### src/rtl/bullet_spawner.sv
// bullet_spawner: turns a fire press into one spawn command for the first free slot of the bullet table.
// Latency: edge -> spawn_valid in 2+k cycles (k = first free slot); a full table drops the press after SLOTS scan cycles.
// Backpressure: spawn_index/spawn_word held stable while spawn_valid & ~spawn_ready; then COOLDOWN idle cycles.
//
// Ports:
//   clock, reset        system clock, synchronous active-high reset
//   fire                fire button level (already synchronous)
//   ship_hor, ship_ver  ship position, latched on the accepted press
//   bullet_table        SLOTS x 24-bit table image; bit 23 of each slot is its active flag
//   spawn_valid/ready   spawn command handshake
//   spawn_index/word    target slot and {1, hor, ver} bullet word
//   shots_fired         accepted spawns (wrapping)
//   shots_dropped       presses lost to a full table (wrapping)
module bullet_spawner #(
  parameter int SLOTS        = 32,
  parameter int INDEX_W      = 5,
  parameter int COOLDOWN     = 500000,
  parameter int SPAWN_OFFSET = 16
) (
  input  logic                 clock,
  input  logic                 reset,
  input  logic                 fire,
  input  logic [11:0]          ship_hor,
  input  logic [10:0]          ship_ver,
  input  logic [SLOTS*24-1:0]  bullet_table,
  output logic                 spawn_valid,
  input  logic                 spawn_ready,
  output logic [INDEX_W-1:0]   spawn_index,
  output logic [23:0]          spawn_word,
  output logic [15:0]          shots_fired,
  output logic [15:0]          shots_dropped
);

  localparam int                 CNT_W    = (COOLDOWN > 1) ? $clog2(COOLDOWN) : 1;
  localparam logic [CNT_W-1:0]   CNT_LOAD = CNT_W'(COOLDOWN - 1);
  localparam logic [INDEX_W-1:0] LAST_IDX = INDEX_W'(SLOTS - 1);
  localparam logic [10:0]        VER_OFF  = 11'(SPAWN_OFFSET);

  typedef enum logic [1:0] {S_IDLE, S_SCAN, S_OFFER, S_COOL} state_t;

  state_t             r_state;
  logic               r_fire_q;
  logic [11:0]        r_hor;
  logic [10:0]        r_ver;
  logic [INDEX_W-1:0] r_scan_idx;
  logic [CNT_W-1:0]   r_cool_cnt;
  logic               r_spawn_valid;
  logic [INDEX_W-1:0] r_spawn_index;
  logic [23:0]        r_spawn_word;
  logic [15:0]        r_shots_fired;
  logic [15:0]        r_shots_dropped;

  logic [SLOTS-1:0]   w_active;
  logic [10:0]        w_ver_clamped;
  logic               w_edge;
  logic               w_unused_tbl;

  // Gather the active flags so the scan is a plain bit-select by slot index.
  for (genvar s = 0; s < SLOTS; s++) begin : g_active
    assign w_active[s] = bullet_table[24*s+23];
  end

  // Only the active flags matter here; the position fields belong to the table.
  assign w_unused_tbl = ^bullet_table;

  assign w_edge        = fire & ~r_fire_q;
  // Spawn point sits above the ship; saturate at the top edge instead of wrapping.
  assign w_ver_clamped = (r_ver < VER_OFF) ? 11'd0 : (r_ver - VER_OFF);

  always_ff @(posedge clock) begin
    if (reset) begin
      r_state         <= S_IDLE;
      r_fire_q        <= 1'b1;  // a button held through reset must not count as a press
      r_hor           <= '0;
      r_ver           <= '0;
      r_scan_idx      <= '0;
      r_cool_cnt      <= '0;
      r_spawn_valid   <= 1'b0;
      r_spawn_index   <= '0;
      r_spawn_word    <= '0;
      r_shots_fired   <= '0;
      r_shots_dropped <= '0;
    end else begin
      r_fire_q <= fire;
      case (r_state)
        S_IDLE: begin
          if (w_edge) begin
            r_hor      <= ship_hor;
            r_ver      <= ship_ver;
            r_scan_idx <= '0;
            r_state    <= S_SCAN;
          end
        end
        S_SCAN: begin
          if (!w_active[r_scan_idx]) begin
            r_spawn_index <= r_scan_idx;
            r_spawn_word  <= {1'b1, r_hor, w_ver_clamped};
            r_spawn_valid <= 1'b1;
            r_state       <= S_OFFER;
          end else if (r_scan_idx == LAST_IDX) begin
            r_shots_dropped <= r_shots_dropped + 16'd1;
            r_state         <= S_IDLE;
          end else begin
            r_scan_idx <= r_scan_idx + 1'b1;
          end
        end
        S_OFFER: begin
          // Slot occupancy is not rechecked; the table owns any conflict resolution.
          if (spawn_ready) begin
            r_spawn_valid <= 1'b0;
            r_shots_fired <= r_shots_fired + 16'd1;
            r_cool_cnt    <= CNT_LOAD;
            r_state       <= S_COOL;
          end
        end
        S_COOL: begin
          if (r_cool_cnt == '0) begin
            r_state <= S_IDLE;
          end else begin
            r_cool_cnt <= r_cool_cnt - 1'b1;
          end
        end
        default: r_state <= S_IDLE;
      endcase
    end
  end

  assign spawn_valid   = r_spawn_valid;
  assign spawn_index   = r_spawn_index;
  assign spawn_word    = r_spawn_word;
  assign shots_fired   = r_shots_fired;
  assign shots_dropped = r_shots_dropped;

endmodule

### config.mk
export PLATFORM = sky130hd
export DESIGN_NAME = bullet_spawner
export DESIGN_NICKNAME = d
export VERILOG_FILES = /design/src/rtl/bullet_spawner.sv
export SDC_FILE = /design/constraint.sdc
export NUM_CORES = 1
export LEC_CHECK = 0
export ABC_CLOCK_PERIOD_IN_PS = 4180
export BUFFER_PORTS_ARGS = -buffer_cell sky130_fd_sc_hd__buf_4
export CAP_MARGIN = 20
export CELL_PAD_IN_SITES_DETAIL_PLACEMENT = 0
export CELL_PAD_IN_SITES_GLOBAL_PLACEMENT = 2
export CORE_AREA = 3 3 333 335
export CTS_BUF_LIST = sky130_fd_sc_hd__clkbuf_8
export CTS_CLUSTER_SIZE = 10
export DETAILED_ROUTE_END_ITERATION = 16
export DIE_AREA = 0 0 336 338
export PLACE_DENSITY_LB_ADDON = 0.12
export SLEW_MARGIN = 20
export SYNTH_ARGS = -nofsm -noshare
export SYNTH_HDL_FRONTEND = slang
export SYNTH_SLANG_ARGS = --single-unit
### constraint.sdc
create_clock -name clock -period 4.18 [get_ports clock]
set_clock_uncertainty 0.15 [all_clocks]
set_input_delay 0.209 -clock clock [delete_from_list [all_inputs] [get_ports clock]]
set_output_delay 0.209 -clock clock [all_outputs]
set_load 0.1 [all_outputs]
==> impl_metrics.toml <==
[outcome]
outcome = "completed"

[power]
combPwrFrac_pct = 13.3
p_sw_share_pct = 31.07
switchingPower_mw = 0.6745
clkPwrFrac_pct = 35.5
p_per_area_nw_per_um2 = 267.0
p_leak_nw = 2.499
p_int_mw = 1.497
vdd_ir_drop_max_mv = 0.1422
p_seq_share_pct = 51.2

[global_routing]
grt_pass1_vias = 4722
grt.total_usage_pct = 4.637
grt_overflow = 0
grt_max_degree = 42
antenna_found_initial = 5
grt_first_pass_wirelength_mm = 37.07

[synth]
ys_seq_area_share_pct = 44.61
syn-mean-instance-area_sq_um = 8.726
syn-instance-count = 576
synth-edff-count = 0
synthArstFlopShare_pct = 0
synthFlopType = "dfxtp_1"
yosys_warnings = 0
synth_fp_nets = 1377
synthesis.area_sq_um = 5026
synth_cell_types = 49
ys_ff_latch = 112

[routing]
dr_total_vias = 4547
wirelength_mm = 26.22
detail_route.wl_per_cell_um = 12.30
drt-initial-drc-count = 159
postRouteAntennaNets = 0
dr.pass1.iters = 4
drcViolationCount = 0
viasPerCell = 2.133

[finish]
final_common_cell = "buf_4"
nets = 1510
drive_above_1_share_pct = 23.56
areaGrowthSynthToFinish_pct = 61.81
final_cell_mix = "buf_4 (130), dfxtp_1 (112), nand2_1 (71)"
design_area_sq_um = 8133
layout.cells.non_filler = 2132
fillers = 12703

[cts]
postCtsHoldBufs = 26
cts_tree = "built"
cts_resized = 0
post-cts-setup-buffer-count = 0
clockBufferDepth = 2
cts-root-buf = "clkbuf_8"
clk_pin_slew_ns = 0.13
h-tree-depth = 3
cts.sinks = 112
worstSkewPairLatency_ns = 0.44
cts_buffers = 9

[worst_setup_path]
endpoint_kind = "flop"
cp-endpoint = "shots_dropped[15]"
arrival_ns = 3.37
setup.worst_path.start = "r_scan_idx[1]"
critPathMaxFanout = 29
r2r_setup_slack_ns = 1.01
r2r_start = "r_scan_idx[1]"
rr_endpoint = "shots_dropped[15]"
r2r_cells = 7
critPathKind = "flop to flop"
crit_required_ns = 4.37
cp-start-kind = "flop"

[floorplan]
fp.dieArea_sq_um = 113600
core_sq_um = 108400
start_util_pct = 4.637
dieWidth_um = 336
ioPinCount = 857
fp.dieH_um = 338
fp-row-count = 121

[timing]
min_period_ns = 3.174
fmax_mhz = 315.0
layout_setup_ws_ns = 1.006
slew-limit-headroom_pct = 32.39
rsz0062_at_grt = "no"
hold_viol = 0
tightest_slew_ns = 1.011
post-route-period-util_pct = 75.94
finalSetupTns_ns = 0
finalMaxSlewViolations = 0
setup_viol = 0

[placement]
place_area_sq_um = 7666
io_buffer_count = 120
pre_cts_ws_ns = 0.8284
placed_cells = 2086
place.detailed.hpwl_mm = 19.88
gp_congestion = 0.6114

[worst_hold_path]
hold_path.class = "input pin to flop"

[flow_run]
maxCapViolations = 0
-- how the worst min path moves through the flow --
stage	start	end	slack, ns	cells past startpoint
detailed placement	fire	r_fire_q	0.27	2
CTS	bullet_table[407]	spawn_index[4]	0.26	6
global route	bullet_table[407]	spawn_index[4]	0.33	6
finish	bullet_table[407]	spawn_index[4]	0.31	6
global placement	fire	r_fire_q	0.26	2
floorplan	fire	r_fire_q	0.17	1
-- logic make-up after synthesis --
logic type	after synthesis	synth area share (%)
fa+ha+maj	6	1.494
buf+inv	50	4.506
simple gates	236	22.73
mux	33	8.215
xor+xnor	30	5.228
compound gates	109	13.22
flops	112	44.61
-- power by group through the flow --
stage	clock (mW)	combinational [mW]	sequential, mW
2_1_floorplan	0	0.128	1.15
3_3_place_gp	0	0.285	1.14
3_5_place_dp	0	0.282	1.14
4_1_cts	0.879	0.306	1.11
5_1_grt	0.884	0.323	1.12
6_report	0.772	0.288	1.11
-- worst max-delay path, cell delays in order, from the launching register on --
cell and delay (ns):
dfxtp_1 0.71, mux4_2 0.32, a2bb2oi_1 0.28, a221o_1 0.32, nand4_1 0.27, buf_12 0.25, nor4_1 0.36, mux2_2 0.37
-- stage by stage --
step                utilization [%]  hold slack [ns]  total power, mW
finish                        7.503           0.3101            2.171
global route                  7.500           0.3292            2.323
CTS                           7.491           0.2561            2.298
detailed placement            7.072           0.2693            1.419
global placement              7.072           0.2631            1.422
floorplan                         -           0.1656            1.283
-- Yosys cell counts (10+ instances only) --
| master | count | area [sq um] |
|---|---|---|
| dfxtp_1 | 112 | 2242 |
| nand2_1 | 71 | 266.5 |
| nor2_1 | 61 | 229.0 |
| a21oi_1 | 56 | 280.3 |
| nand3_1 | 26 | 130.1 |
| clkbuf_1 | 24 | 90.09 |
| mux2i_1 | 21 | 210.2 |
| xor2_1 | 21 | 183.9 |
| o21ai_0 | 19 | 95.09 |
| inv_1 | 13 | 48.80 |
| nand2b_1 | 12 | 75.07 |
| nor3_1 | 11 | 55.05 |
| o31ai_1 | 10 | 75.07 |
| or3_1 | 10 | 62.56 |
| or4_1 | 10 | 75.07 |
-- registers in the layout, indices dropped and copies added (netlist names), named ones only --
| signal | cells |
|---|---|
| spawn_word | 24 |
| r_fire_q | 1 |
| r_hor | 12 |
| spawn_valid | 1 |
| spawn_index | 5 |
| r_ver | 11 |
| r_state | 1 |
| r_cool_cnt | 19 |
| shots_fired | 16 |
| r_scan_idx | 5 |
| shots_dropped | 16 |
-- layer usage --
metal	wire [um]	vias up	global-route usage, %	share of wire [%]
met5	0	-	0	0
met4	291	0	1.207	1.1
met3	1262	10	1.343	4.8
met2	12620	87	7.835	48
met1	12050	2155	5.754	46
li1	-	2295	-	-
-- cell type report --
class	instances	area (sq um)	share of cell area (%)
diodes	5	12.51	0.1538
clock buffers	10	137.6	1.692
clock inverters	5	56.30	0.6923
repair buffers	159	1296	15.94
flip-flops and latches	112	2242	27.57
multi-input cells	414	2570	31.60
well taps	1414	1769	21.75
inverters	13	48.80	0.6000
No activity file was read; power rests on OpenSTA's default activity.
